==> src/rtl/rng_pkg.sv <==
// -----------------------------------------------------------------------------
// rng_pkg
// Shared constants and the LFSR next-state function for the buffered LFSR
// random number generator.
//   LFSR_W       : LFSR state width (32)
//   TAP_*        : Fibonacci tap positions for x^32+x^22+x^2+x+1
//   DEFAULT_SEED : seed used when none (or a zero seed) is supplied
//   lfsr_step()  : one shift of the LFSR, returns the next state
// -----------------------------------------------------------------------------
package rng_pkg;

   localparam int LFSR_W = 32;
   localparam int TAP_A  = 31;
   localparam int TAP_B  = 21;
   localparam int TAP_C  = 1;
   localparam int TAP_D  = 0;

   localparam logic [LFSR_W-1:0] DEFAULT_SEED = 32'h0000_0001;

   function automatic logic [LFSR_W-1:0] lfsr_step(input logic [LFSR_W-1:0] s);
      logic fb;
      fb = s[TAP_A] ^ s[TAP_B] ^ s[TAP_C] ^ s[TAP_D];
      return {s[LFSR_W-2:0], fb};
   endfunction

endpackage

==> src/rtl/rng_fifo.sv <==
// -----------------------------------------------------------------------------
// rng_fifo
// Synchronous FIFO with show-ahead output used to buffer harvested words.
// Parameters: WIDTH (word width), DEPTH (entries, power of two >= 2).
// Ports:
//   clk, resetn : clock, asynchronous active-low reset
//   flush       : discard all contents (takes priority over push/pop)
//   push, din   : write one word (ignored when full)
//   pop         : drop the head word (ignored when empty)
//   dout        : head word, 0 while empty
//   full, empty : occupancy flags
//   level       : number of stored words
// -----------------------------------------------------------------------------
module rng_fifo #(
   parameter int WIDTH = 32,
   parameter int DEPTH = 4,
   localparam int PTR_W = $clog2(DEPTH),
   localparam int LVL_W = PTR_W + 1
) (
   input  logic             clk,
   input  logic             resetn,
   input  logic             flush,
   input  logic             push,
   input  logic             pop,
   input  logic [WIDTH-1:0] din,
   output logic [WIDTH-1:0] dout,
   output logic             full,
   output logic             empty,
   output logic [LVL_W-1:0] level
);

   logic [WIDTH-1:0] mem [DEPTH];
   logic [PTR_W-1:0] wr_ptr;
   logic [PTR_W-1:0] rd_ptr;
   logic [LVL_W-1:0] count;
   logic             push_ok;
   logic             pop_ok;

   assign full    = (count == LVL_W'(DEPTH));
   assign empty   = (count == '0);
   assign push_ok = push & ~full & ~flush;
   assign pop_ok  = pop & ~empty & ~flush;

   // Storage carries no reset; only the pointers and count define validity.
   always_ff @(posedge clk) begin
      if (push_ok) mem[wr_ptr] <= din;
   end

   always_ff @(posedge clk or negedge resetn) begin
      if (!resetn) begin
         wr_ptr <= '0;
         rd_ptr <= '0;
         count  <= '0;
      end else if (flush) begin
         wr_ptr <= '0;
         rd_ptr <= '0;
         count  <= '0;
      end else begin
         if (push_ok) wr_ptr <= wr_ptr + PTR_W'(1);
         if (pop_ok)  rd_ptr <= rd_ptr + PTR_W'(1);
         case ({push_ok, pop_ok})
            2'b10:   count <= count + LVL_W'(1);
            2'b01:   count <= count - LVL_W'(1);
            default: count <= count;
         endcase
      end
   end

   // Masking the head keeps the output at zero whenever nothing valid is stored.
   assign dout  = empty ? '0 : mem[rd_ptr];
   assign level = count;

endmodule

==> src/rtl/buffered_lfsr_rng.sv <==
// -----------------------------------------------------------------------------
// buffered_lfsr_rng
// Free-running 32-bit Fibonacci LFSR that harvests one NUM_BITS-wide word
// every NUM_BITS generating cycles into a show-ahead FIFO, so bus reads are
// served back-to-back.  Optional health monitor under macro RNG_HEALTH_EN
// (repetition check on pushed words plus all-zero lockup detection).
// Ports:
//   clk, resetn  : clock, asynchronous active-low reset
//   enable       : generator / peripheral enable
//   dat_we       : reseed with dat_di (flushes FIFO, clears health alarm)
//   dat_re       : pop one word (ignored while dat_wait=1 or dat_we=1)
//   dat_di       : seed value
//   dat_do       : FIFO head word
//   dat_wait     : 1 when no word can be read
//   fill_level   : words currently buffered
//   health_fail  : sticky health alarm (constant 0 without RNG_HEALTH_EN)
// -----------------------------------------------------------------------------
module buffered_lfsr_rng
   import rng_pkg::*;
#(
   parameter int                NUM_BITS   = 32,
   parameter int                FIFO_DEPTH = 4,
   parameter logic [LFSR_W-1:0] RESET_SEED = DEFAULT_SEED,
   parameter int                REP_LIMIT  = 4,
   localparam int               LVL_W      = $clog2(FIFO_DEPTH) + 1
) (
   input  logic                clk,
   input  logic                resetn,
   input  logic                enable,
   input  logic                dat_we,
   input  logic                dat_re,
   input  logic [NUM_BITS-1:0] dat_di,
   output logic [NUM_BITS-1:0] dat_do,
   output logic                dat_wait,
   output logic [LVL_W-1:0]    fill_level,
   output logic                health_fail
);

   localparam int CNT_W = $clog2(NUM_BITS);

   if (NUM_BITS < 4 || NUM_BITS > 32 || FIFO_DEPTH < 2 || FIFO_DEPTH > 16 ||
       (FIFO_DEPTH & (FIFO_DEPTH - 1)) != 0 || REP_LIMIT < 2 || REP_LIMIT > 15 ||
       RESET_SEED == '0) begin : g_bad_param
      $error("buffered_lfsr_rng: illegal parameter value");
   end

   logic [LFSR_W-1:0] lfsr;
   logic [LFSR_W-1:0] lfsr_nxt;
   logic [LFSR_W-1:0] seed_ext;
   logic [LFSR_W-1:0] seed_val;
   logic [CNT_W-1:0]  bit_cnt;
   logic              word_done;
   logic              fifo_full;
   logic              fifo_empty;
   logic              gen;
   logic              push;
   logic              pop;

   assign lfsr_nxt  = lfsr_step(lfsr);
   assign seed_ext  = LFSR_W'(dat_di);
   // A zero seed would lock the LFSR at zero forever.
   assign seed_val  = (seed_ext == '0) ? RESET_SEED : seed_ext;
   assign word_done = (bit_cnt == CNT_W'(NUM_BITS - 1));

   // Stalling on full makes the word sequence independent of read timing.
   assign gen      = enable & ~fifo_full & ~dat_we & ~health_fail;
   assign push     = gen & word_done;
   assign dat_wait = fifo_empty | ~enable | health_fail;
   assign pop      = dat_re & ~dat_wait & ~dat_we;

   always_ff @(posedge clk or negedge resetn) begin
      if (!resetn) begin
         lfsr    <= RESET_SEED;
         bit_cnt <= '0;
      end else if (dat_we) begin
         lfsr    <= seed_val;
         bit_cnt <= '0;
      end else if (gen) begin
         lfsr    <= lfsr_nxt;
         bit_cnt <= word_done ? '0 : bit_cnt + CNT_W'(1);
      end
   end

   rng_fifo #(
      .WIDTH (NUM_BITS),
      .DEPTH (FIFO_DEPTH)
   ) u_fifo (
      .clk    (clk),
      .resetn (resetn),
      .flush  (dat_we),
      .push   (push),
      .pop    (pop),
      .din    (lfsr_nxt[NUM_BITS-1:0]),
      .dout   (dat_do),
      .full   (fifo_full),
      .empty  (fifo_empty),
      .level  (fill_level)
   );

`ifdef RNG_HEALTH_EN
   logic [NUM_BITS-1:0] last_word;
   logic [3:0]          rep_cnt;
   logic                fail_q;

   always_ff @(posedge clk) begin
      if (push) last_word <= lfsr_nxt[NUM_BITS-1:0];
   end

   // rep_cnt == 0 means no word pushed since reset/reseed, so last_word is
   // not meaningful yet.
   always_ff @(posedge clk or negedge resetn) begin
      if (!resetn) begin
         rep_cnt <= '0;
         fail_q  <= 1'b0;
      end else if (dat_we) begin
         rep_cnt <= '0;
         fail_q  <= 1'b0;
      end else begin
         if (lfsr == '0) fail_q <= 1'b1;
         if (push) begin
            if (rep_cnt != '0 && lfsr_nxt[NUM_BITS-1:0] == last_word) begin
               rep_cnt <= rep_cnt + 4'd1;
               if (rep_cnt == 4'(REP_LIMIT - 1)) fail_q <= 1'b1;
            end else begin
               rep_cnt <= 4'd1;
            end
         end
      end
   end

   assign health_fail = fail_q;
`else
   assign health_fail = 1'b0;
`endif

endmodule

==> config.mk <==
export PLATFORM = sky130hd
export DESIGN_NAME = buffered_lfsr_rng
export DESIGN_NICKNAME = d
export VERILOG_FILES = /design/src/rtl/rng_pkg.sv /design/src/rtl/rng_fifo.sv /design/src/rtl/buffered_lfsr_rng.sv
export SDC_FILE = /design/constraint.sdc
export NUM_CORES = 1
export LEC_CHECK = 0
export ABC_AREA = 1
export CORE_UTILIZATION = 35
export DETAILED_ROUTE_END_ITERATION = 10
export GPL_ROUTABILITY_DRIVEN = 0
export GPL_TIMING_DRIVEN = 0
export MAX_ROUTING_LAYER = met4
export PLACE_DENSITY_LB_ADDON = 0.25
export SLEW_MARGIN = 0
export SYNTH_ARGS = -nofsm -noshare
export SYNTH_HDL_FRONTEND = slang
export SYNTH_HIERARCHICAL = 1
export SYNTH_SLANG_ARGS = --single-unit
==> constraint.sdc <==
create_clock -name clk -period 3.8 [get_ports clk]
set_input_delay 0.57 -clock clk [delete_from_list [all_inputs] [get_ports clk]]
set_output_delay 0.57 -clock clk [all_outputs]
set_load 0.01 [all_outputs]
==> out/metrics.csv, run 1 <==
stage,metric,value,unit
min_path,hold_class,input port to asynchronous set/reset pin,
clock_tree,clk_pin_slew,0.07,ns
layout,drive_above_1_share,0.110,
global_routing,antenna_found_initial,0,
floorplan,start_util,0.359,
global_routing,grt_pass1_wl,28400,um
clock_tree,cts.path.max_buffers,2,
synth,syn_inst,682,
synth,yosys_warnings,6,
global_routing,grt_max_degree,26,
pwr,p_leak,3.38,nW
layout,multiInputGateArea,0.00208,sq mm
sta,max_freq,329,MHz
routing,vias,5047,
synth,ys_ff_latch,172,
synth,syn_area,0.00732,sq mm
layout,final_nets,822,
clock_tree,cts.sinks,172,
place,place_worst_setup_slack,0.462,ns
floorplan,boundaryPins,74,
job,drv_cap,0,
synth,synth_cell_types,33,
critical_path,worstSetupPathType,flip-flop to output pin,
clock_tree,cts-resized-gates,0,
sta,whs,0.142,ns
sta,min_period_over_period,0.799,
synth,ys_seq_area_frac,0.676,
synth,ys.flop_type,edfxtp_1,
routing,drc,0,
routing,via_per_inst,4.76,
sta,rsz0062_at_grt,false,
pwr,p_total,4.35,mW
sta,relSlewSlack,0.587,
synth,yosys.area.top_type_share,0.525,
floorplan,rows,52,
critical_path,crit_required,3.23,ns
synth,post-synth-top-area-cell,edfxtp_1,
sta,period_minus_slack,3.04,ns
synth,synth_edf_count,128,
layout,fillers,1912,
critical_path,critPathCaptureType,output pin,
routing,drt_wl_total,18200,um
critical_path,critPathLaunchType,flip-flop,
status,status,"finished, final reports clean",
synth,synthTopCellsByArea,"edfxtp_1, dfrtp_1, nor2_1",
clock_tree,htreeDepth,4,
routing,drtIter0Drc,405,
clock_tree,cts_hold_buf,0,
critical_path,r2r_cells,15,
clock_tree,insertion_delay,0.43,ns
critical_path,arrival,2.47,ns
routing,wl_per_cell,17.1,um
layout,area_delta_synth_final,23.8,%
sta,final.setup.worst_slack,0.764,ns
sta,maxSlewViolCount,0,
routing,antenna_left,0,
sta,finalHoldViolCount,0,
pwr,power_density,481,mW/mm^2
sta,tns,0,ns
critical_path,path_max_fanout,10,
clock_tree,cts-buffers-inserted,17,
floorplan,die_area,0.0215,sq mm
global_routing,grt_pass1_vias,4941,
sta,clock_skew,0.00795,ns
layout,diodes,0,
floorplan,die_x,147,um
synth,syn-num-nets,726,
sta,setup_viol,0,
global_routing,grt.total_usage,0.185,
layout,regArea,0.00495,sq mm
floorplan,core_area,0.0204,sq mm
routing,dr.pass1.iters,5,
pwr,vdd_drop_max,0.000346,V
place,port-buffer-count,72,
synth,postSynthAreaPerCell,10.7,sq um
clock_tree,cts_tree,yes,
synth,synth-async-reset-ratio,0.256,
clock_tree,post_cts_buffers,0,
floorplan,die_h,147,um
clock_tree,root_buffer,clkbuf_16,
sta,tightest_slew,0.620,ns
place,dp_hpwl,12100,um
global_routing,grt-ovfl-total,0,
[path summary, 6_finish.rpt]
| check | from | to | slack, ns |
|---|---|---|---|
| max in group asynchronous | resetn | lfsr[0]$_DFFE_PN1P_ | 3.04 |
| hold reg to reg | bit_cnt[0]$_DFFE_PN0P_ | bit_cnt[0]$_DFFE_PN0P_ | 0.51 |
| setup / recovery | u_fifo/level[1]$_DFFE_PN0P_ | dat_wait | 0.76 |
| min in group clk | bit_cnt[0]$_DFFE_PN0P_ | bit_cnt[0]$_DFFE_PN0P_ | 0.51 |
| setup reg to reg | u_fifo/level[1]$_DFFE_PN0P_ | u_fifo/level[2]$_DFFE_PN0P_ | 1.09 |
| hold / removal | resetn | lfsr[9]$_DFFE_PN0P_ | 0.14 |
[report_power, final]
part           internal [mW]  switching [mW]
combinational          0.240           0.293
clock                  0.935           0.700
sequential              2.11          0.0803
[stage by stage]
| stage | instance area [sq um] | util | instances |
|---|---|---|---|
| CTS | 9060 | 0.445 | 1061 |
| floorplan | 7320 | - | 682 |
| detailed placement | 8500 | 0.417 | 1029 |
| global placement | 8380 | 0.411 | 1024 |
| global route | 9060 | 0.445 | 1061 |
| finish | 9060 | 0.445 | 1061 |
[layout by cell type (no fill, tap or decap), types with 2 or more instances in the layout]
master             n
nand3_1           27
ha_1               6
dfrtp_1           43
nand2_2            2
o21ai_1           43
clkbuf_8           2
nand2_4            2
nand3_2            2
clkinv_2           3
clkdlybuf4s50_1   71
nor2_4             5
buf_2             14
inv_2              8
inv_1             21
buf_4              6
buf_12             5
a21oi_1           36
clkinv_4           3
clkinvlp_4         3
clkbuf_2           4
a22o_1             2
o211ai_1           7
o21ai_0           28
edfxtp_1         128
clkbuf_1           8
nand2_1          122
clkbuf_16         17
buf_6              6
xnor2_1            4
nor2_1           152
[kinds of logic (layout without fill, tap and decap cells)]
group | Yosys count | after routing | synth area share
DFF | 172 | 172 | 0.676
adders and majority gates | 7 | 7 | 0.0130
buffers and inverters | 63 | 172 | 0.0445
xor gates and xnor gates | 5 | 5 | 0.00598
other | 1 | 1 | 0.000513
and+or+nand+nor | 315 | 315 | 0.173
AOI/OAI and AO/OA | 119 | 119 | 0.0874
[worst max-delay path, stage by stage, from the launching register on]
cell             delay [ns]
dfrtp_1                0.43
nor2_2                 0.20
nand2_1                0.12
inv_1                  0.25
buf_2                  0.33
or2_1                  0.18
clkdlybuf4s50_1        0.54
[synthesized netlist by cell type, types with 2 or more instances]
cell type and n:
a21oi_1 36, a22o_1 2, buf_2 13, buf_4 6, buf_6 6, clkbuf_1 5, clkbuf_2 4, dfrtp_1 43
edfxtp_1 128, ha_1 6, inv_1 21, inv_2 8, nand2_1 122, nand2_2 2, nand2_4 2, nand3_1 27
nand3_2 2, nor2_1 156, o211ai_1 7, o21ai_0 28, o21ai_1 43, xnor2_1 4
[state kept, by name (all words and copies together) (netlist names)]
name           cells
bit_cnt            5
u_fifo/wr_ptr      2
lfsr              32
u_fifo/mem       128
u_fifo/level       3
u_fifo/rd_ptr      2
[cell type report]
cell class / instances / area share
plain buffers: 34 / 0.0239
clock buffers: 22 / 0.0512
clock inverters: 10 / 0.0104
inverters: 29 / 0.0120
multi-input cells: 447 / 0.229
flip-flops and latches: 172 / 0.546
well taps: 270 / 0.0373
repair buffers: 77 / 0.0901
[metal layers]
layer / vias up / GRT usage / share of wire
li1: 2492 / - / -
met1: 2412 / 0.237 / 0.46
met2: 123 / 0.298 / 0.49
met3: 20 / 0.0275 / 0.039
met4: 0 / 0.0661 / 0.016
met5: - / - / 0
(Power assumes the default switching activity.)
==> run 2, diff against run 1 <==
Clock period 3.8 ns to 2.4 ns, I/O delays scaled along.
==> out/metrics.csv, run 2 (synthesized netlist as in run 1, its figures left out) <==
stage,metric,value,unit,change
status,status,"finished, final reports clean",,unchanged
global_routing,grt_pass1_wl,28700,um,"was 28,400 um"
sta,tns,0,ns,unchanged
critical_path,r2r_cells,15,,unchanged
sta,rsz0062_at_grt,true,,was false
critical_path,worstSetupPathType,flip-flop to output pin,,unchanged
sta,max_freq,425,MHz,
critical_path,reg2reg_slack,0.18,ns,was 1.09 ns
global_routing,grt_max_degree,27,,was 26
layout,largestRegisters,"u_fifo/mem: 128 flops, lfsr: 32 flops, bit_cnt: 5 flops",,unchanged
clock_tree,cts.path.max_buffers,2,,unchanged
layout,diodes,0,,unchanged
global_routing,grt.total_usage,0.187,,was 0.185
critical_path,critPathLaunch,u_fifo/rd_ptr[0]$_DFFE_PN0P_,,was u_fifo/level[1]$_DFFE_PN0P_
layout,largest_reg_flops,128,,unchanged
floorplan,rows,52,,unchanged
floorplan,boundaryPins,74,,unchanged
sta,relSlewSlack,0.651,,was 0.587
routing,wl_per_cell,17.1,um,about the same
critical_path,critPathCaptureType,output pin,,unchanged
floorplan,start_util,0.359,,unchanged
floorplan,die_area,0.0215,sq mm,unchanged
layout,regArea,0.00495,sq mm,about the same
layout,area_delta_synth_final,28.1,%,was 23.8%
layout,regMostFlops,u_fifo/mem,,unchanged
layout,drive_above_1_share,0.159,,was 0.110
place,dp_hpwl,12000,um,"was 12,100 um"
sta,setup_viol,0,,unchanged
routing,vias,5119,,"was 5,047"
layout,multiInputGateArea,0.00214,sq mm,was 0.00208 sq mm
sta,period_minus_slack,2.35,ns,
place,port-buffer-count,72,,unchanged
clock_tree,insertion_delay,0.43,ns,about the same
clock_tree,htreeDepth,4,,unchanged
pwr,vdd_drop_max,0.000483,V,was 0.000346 V
critical_path,crit_required,2.04,ns,was 3.23 ns
critical_path,critPathLaunchType,flip-flop,,unchanged
global_routing,grt_pass1_vias,5064,,"was 4,941"
clock_tree,cts-buffers-inserted,17,,unchanged
layout,final_nets,837,,was 822
min_path,hold_class,input port to asynchronous set/reset pin,,unchanged
pwr,p_leak,3.63,nW,was 3.38 nW
sta,whs,0.432,ns,was 0.142 ns
routing,drtIter0Drc,430,,was 405
critical_path,rr_endpoint,u_fifo/level[2]$_DFFE_PN0P_,,unchanged
clock_tree,cts_tree,yes,,unchanged
sta,finalHoldViolCount,0,,unchanged
floorplan,die_x,147,um,unchanged
clock_tree,root_buffer,clkbuf_16,,unchanged
clock_tree,clk_pin_slew,0.06,ns,was 0.07 ns
global_routing,grt-ovfl-total,0,,unchanged
floorplan,core_area,0.0204,sq mm,unchanged
layout,layout_common_cells,"nor2_1, edfxtp_1, nand2_1",,unchanged
routing,drt_wl_total,18400,um,"was 18,200 um"
sta,clock_skew,0.00969,ns,was 0.00795 ns
global_routing,antenna_found_initial,0,,unchanged
routing,antenna_left,0,,unchanged
layout,fillers,1851,,"was 1,912"
routing,drc,0,,unchanged
clock_tree,cts.sinks,172,,unchanged
floorplan,die_h,147,um,unchanged
critical_path,path_max_fanout,10,,unchanged
sta,tightest_slew,0.524,ns,was 0.620 ns
routing,dr.pass1.iters,5,,unchanged
critical_path,arrival,1.99,ns,was 2.47 ns
pwr,power_density,736,mW/mm^2,was 481 mW/mm^2
job,drv_cap,0,,unchanged
sta,min_period_over_period,0.981,,
routing,via_per_inst,4.76,,about the same
layout,layout_commonest_cell,nor2_1,,unchanged
sta,maxSlewViolCount,0,,unchanged
critical_path,regToRegStartpoint,u_fifo/level[0]$_DFFE_PN0P_,,was u_fifo/level[1]$_DFFE_PN0P_
[run 2: cell types whose count changed in the layout (fill, tap and decap cells not counted), moves of 3 or more]
cell,previous run,this run
buf_6,6,11
clkdlybuf4s15_1,0,6
a21oi_2,0,8
buf_2,14,5
clkbuf_16,17,20
dlygate4sd2_1,0,17
clkdlybuf4s50_1,71,37
clkbuf_2,4,7
dlymetal6s2s_1,0,3
a21oi_1,36,28
buf_4,6,20
[run 2: power by group]
group	total [mW]	switching [mW]	internal [mW]
sequential	3.46	0.122	3.34
combinational	0.879	0.496	0.383
clock	2.56	1.10	1.45
[run 2: how the worst max path moves through the flow]
stage | to | slack, ns
after floorplan | u_fifo/mem[0][0]$_DFFE_PP_ | -0.27
after global placement | u_fifo/mem[3][1]$_DFFE_PP_ | -1.67
after detailed placement | u_fifo/mem[0][1]$_DFFE_PP_ | -0.77
after CTS | dat_do[12] | -0.14
after global routing | dat_do[9] | -0.06
final | dat_do[9] | 0.05
[run 2: per-layer routing]
metal | wire length [um] | vias to the layer above | part of all wire | GRT usage
li1 | - | 2524 | - | -
met2 | 9040 | 118 | 0.49 | 0.296
met3 | 598 | 23 | 0.032 | 0.0275
met4 | 351 | 0 | 0.019 | 0.0740
met5 | 0 | - | 0 | -
met1 | 8410 | 2454 | 0.46 | 0.242
[run 2: cell type report]
class / count / share of cell area
sequential: 172 / 0.528
inverter: 29 / 0.0121
multi-input combinational: 447 / 0.229
tap: 270 / 0.0360
clock inverter: 10 / 0.0100
clock buffer: 22 / 0.0485
timing repair buffer: 92 / 0.101
buffer: 34 / 0.0359
[run 2: worst max-delay path, cell delays in order, from the launching register on]
cell           delay, ns
dfrtp_1             0.42
buf_6               0.15
buf_4               0.12
buf_6               0.16
nor2_1              0.06
nor2_1              0.08
o21ai_1             0.09
a21oi_2             0.20
dlygate4sd2_1       0.29
[run 2: through the flow]
stage	util	worst slack (ns)	cell area, sq um	total power [mW]	instances
global route	0.460	-0.0611	9370	7.16	1076
global placement	0.412	-1.67	8390	4.36	1024
floorplan	-	-0.267	7330	3.88	682
detailed placement	0.418	-0.771	8510	4.37	1029
CTS	0.455	-0.136	9270	6.91	1069
finish	0.460	0.0456	9370	6.90	1076
[run 2: repair_timing]
item                       in CTS  in global routing
resized for setup              78                 37
pin swaps                       3                  4
setup buffers                   7                  6
hold buffers                    1                  0
hold endpoints to repair       17                  0
cloned                          0                  1
setup endpoints to repair     163                142
==> run 3, diff against run 2 <==
Settings changed: SKIP_LAST_GASP set to 1.
Clock period 2.4 ns to 2.6 ns, I/O delays scaled along.
==> out/metrics.csv, run 3 (synthesized netlist as in run 1, its figures left out) <==
stage,metric,value,unit,change
pwr,power_switching,1.56,mW,was 1.72 mW
sta,period_minus_slack,2.63,ns,
floorplan,rows,52,,unchanged
critical_path,critPathLaunchType,flip-flop,,unchanged
critical_path,critPathCaptureType,output pin,,unchanged
critical_path,path_max_fanout,10,,unchanged
place,port-buffer-count,72,,unchanged
critical_path,regToRegStartpoint,u_fifo/level[1]$_DFFE_PN0P_,,was u_fifo/level[0]$_DFFE_PN0P_
layout,layout_commonest_cell,nor2_1,,unchanged
sta,max_freq,380,MHz,
routing,wl_per_cell,16.8,um,was 17.1 um
sta,maxSlewViolCount,0,,unchanged
layout,finalNonFillerCells,1069,,"was 1,076"
clock_tree,root_buffer,clkbuf_16,,unchanged
routing,via_per_inst,4.78,,was 4.76
routing,dr.pass1.iters,5,,unchanged
floorplan,die_area,0.0215,sq mm,unchanged
pwr,vdd_drop_max,0.000439,V,was 0.000483 V
clock_tree,clk_pin_slew,0.06,ns,about the same
critical_path,critPathLaunch,u_fifo/rd_ptr[0]$_DFFE_PN0P_,,unchanged
pwr,clockPowerShare,0.371,,about the same
global_routing,antenna_found_initial,0,,unchanged
clock_tree,cts_tree,yes,,unchanged
pwr,internal_power,4.78,mW,was 5.17 mW
sta,min_period_over_period,1.01,,
routing,vias,5113,,"was 5,119"
sta,setup_viol,3,,was 0
floorplan,die_x,147,um,unchanged
sta,rsz0062_at_grt,true,,unchanged
sta,tightest_slew,0.515,ns,was 0.524 ns
critical_path,crit_end,dat_do[14],,was dat_do[9]
status,violations,negative setup slack,,
pwr,switching_share,0.246,,was 0.250
global_routing,grt-ovfl-total,0,,unchanged
global_routing,grt_max_degree,27,,unchanged
critical_path,rr_endpoint,u_fifo/level[2]$_DFFE_PN0P_,,unchanged
routing,drt_wl_total,18000,um,"was 18,400 um"
routing,drtIter0Drc,415,,was 430
global_routing,grt_pass1_wl,28400,um,"was 28,700 um"
pwr,p_seq_frac,0.504,,was 0.502
sta,finalHoldViolCount,0,,unchanged
layout,final_nets,830,,was 837
global_routing,grt_pass1_vias,5014,,"was 5,064"
layout,largest_reg_flops,128,,unchanged
global_routing,grt.total_usage,0.185,,was 0.187
routing,antenna_left,0,,unchanged
critical_path,arrival,2.24,ns,was 1.99 ns
pwr,p_leak,3.71,nW,was 3.63 nW
sta,relSlewSlack,0.657,,was 0.651
clock_tree,cts-buffers-inserted,17,,unchanged
place,place_inst,1029,,unchanged
floorplan,die_h,147,um,unchanged
pwr,combPwrFrac,0.125,,was 0.128
layout,layout_common_cells,"nor2_1, edfxtp_1, nand2_1",,unchanged
clock_tree,insertion_delay,0.43,ns,about the same
sta,tns,-0.0433,ns,was 0 ns
min_path,hold_class,input port to asynchronous set/reset pin,,unchanged
critical_path,worstSetupPathType,flip-flop to output pin,,unchanged
layout,largestRegisters,"u_fifo/mem: 128 flops, lfsr: 32 flops, bit_cnt: 5 flops",,unchanged
critical_path,r2r_cells,15,,unchanged
clock_tree,cts.sinks,172,,unchanged
critical_path,crit_required,2.21,ns,was 2.04 ns
floorplan,start_util,0.359,,unchanged
sta,clock_skew,0.00951,ns,was 0.00969 ns
pwr,power_density,685,mW/mm^2,was 736 mW/mm^2
place,dp_hpwl,12000,um,unchanged
floorplan,boundaryPins,74,,unchanged
floorplan,core_area,0.0204,sq mm,unchanged
layout,drive_above_1_share,0.128,,was 0.159
layout,diodes,0,,unchanged
critical_path,reg2reg_slack,0.13,ns,was 0.18 ns
sta,final.setup.worst_slack,-0.0322,ns,was 0.0456 ns
layout,regMostFlops,u_fifo/mem,,unchanged
layout,fillers,1869,,"was 1,851"
status,status,"complete, but fails checks",,"was finished, final reports clean"
job,drv_cap,0,,unchanged
routing,drc,0,,unchanged
clock_tree,cts.path.max_buffers,2,,unchanged
clock_tree,htreeDepth,4,,unchanged
layout,area_delta_synth_final,26.6,%,was 28.1%
[run 3: changes by cell type in the layout (fill, tap and decap cells not counted), moves of 3 or more]
cell,delta
a21oi_2,-5
clkdlybuf4s50_1,+15
a21oi_1,+5
dlygate4sd2_1,-17
clkbuf_16,-3
clkdlybuf4s15_1,-6
clkbuf_4,+3
clkbuf_2,-6
dlymetal6s2s_1,+16
buf_6,-3
[run 3: repair_timing]
item,CTS,global route
resized for setup,11,43
setup endpoints to repair,120,145
pin swaps,4,3
buffers inserted,4,3
cloned,0,0
hold endpoints to repair,17,0
hold buffers,1,0
[run 3: cell type report]
cell class,count,area (sq um),share of cell area
tap,270,338,0.0365
inverter,29,111,0.0120
buffer,34,262,0.0282
sequential,172,4950,0.534
clock inverter,10,93.8,0.0101
multi-input combinational,447,2100,0.227
timing repair buffer,85,958,0.103
clock buffer,22,454,0.0490
[run 3: layer usage]
| layer | GRT usage | share of wire | wire (um) |
|---|---|---|---|
| met4 | 0.0766 | 0.022 | 401 |
| met5 | - | 0 | 0 |
| met3 | 0.0300 | 0.046 | 826 |
| met2 | 0.290 | 0.49 | 8740 |
| met1 | 0.239 | 0.45 | 8040 |
[run 3: how the worst min path moves through the flow]
| stage | from | end | slack, ns |
|---|---|---|---|
| floorplan | resetn | bit_cnt[0]$_DFFE_PN0P_ | 0.09 |
| global placement | bit_cnt[4]$_DFFE_PN0P_ | bit_cnt[4]$_DFFE_PN0P_ | 0.49 |
| detailed placement | resetn | lfsr[9]$_DFFE_PN0P_ | 0.39 |
| CTS | resetn | lfsr[9]$_DFFE_PN0P_ | 0.46 |
| global route | resetn | lfsr[9]$_DFFE_PN0P_ | 0.49 |
| finish | resetn | lfsr[9]$_DFFE_PN0P_ | 0.46 |
[run 3: metrics by stage]
step                utilization  total power, mW  instance area, sq um  hold WS, ns  worst slack, ns
floorplan                     -             3.58                  7330       0.0944          -0.0669
CTS                       0.449             6.39                  9150        0.464           -0.133
detailed placement        0.418             4.04                  8510        0.385           -0.601
global placement          0.412             4.03                  8390        0.489            -1.50
finish                    0.455             6.35                  9270        0.461          -0.0322
global route              0.455             6.59                  9270        0.494           -0.132
[run 3: power groups by stage]
stage          combinational (mW)  clock [mW]  sequential [mW]
2_1_floorplan               0.370           0             3.21
3_3_place_gp                0.779           0             3.25
3_5_place_dp                0.785           0             3.25
4_1_cts                     0.803        2.39             3.20
5_1_grt                     0.871        2.51             3.21
6_report                    0.793        2.35             3.20
[run 3: critical path: stages, from the launching register on]
cell,delay [ns]
dfrtp_1,0.43
inv_2,0.07
clkbuf_4,0.19
buf_4,0.22
o21ai_1,0.10
a21oi_1,0.23
clkdlybuf4s50_1,0.58
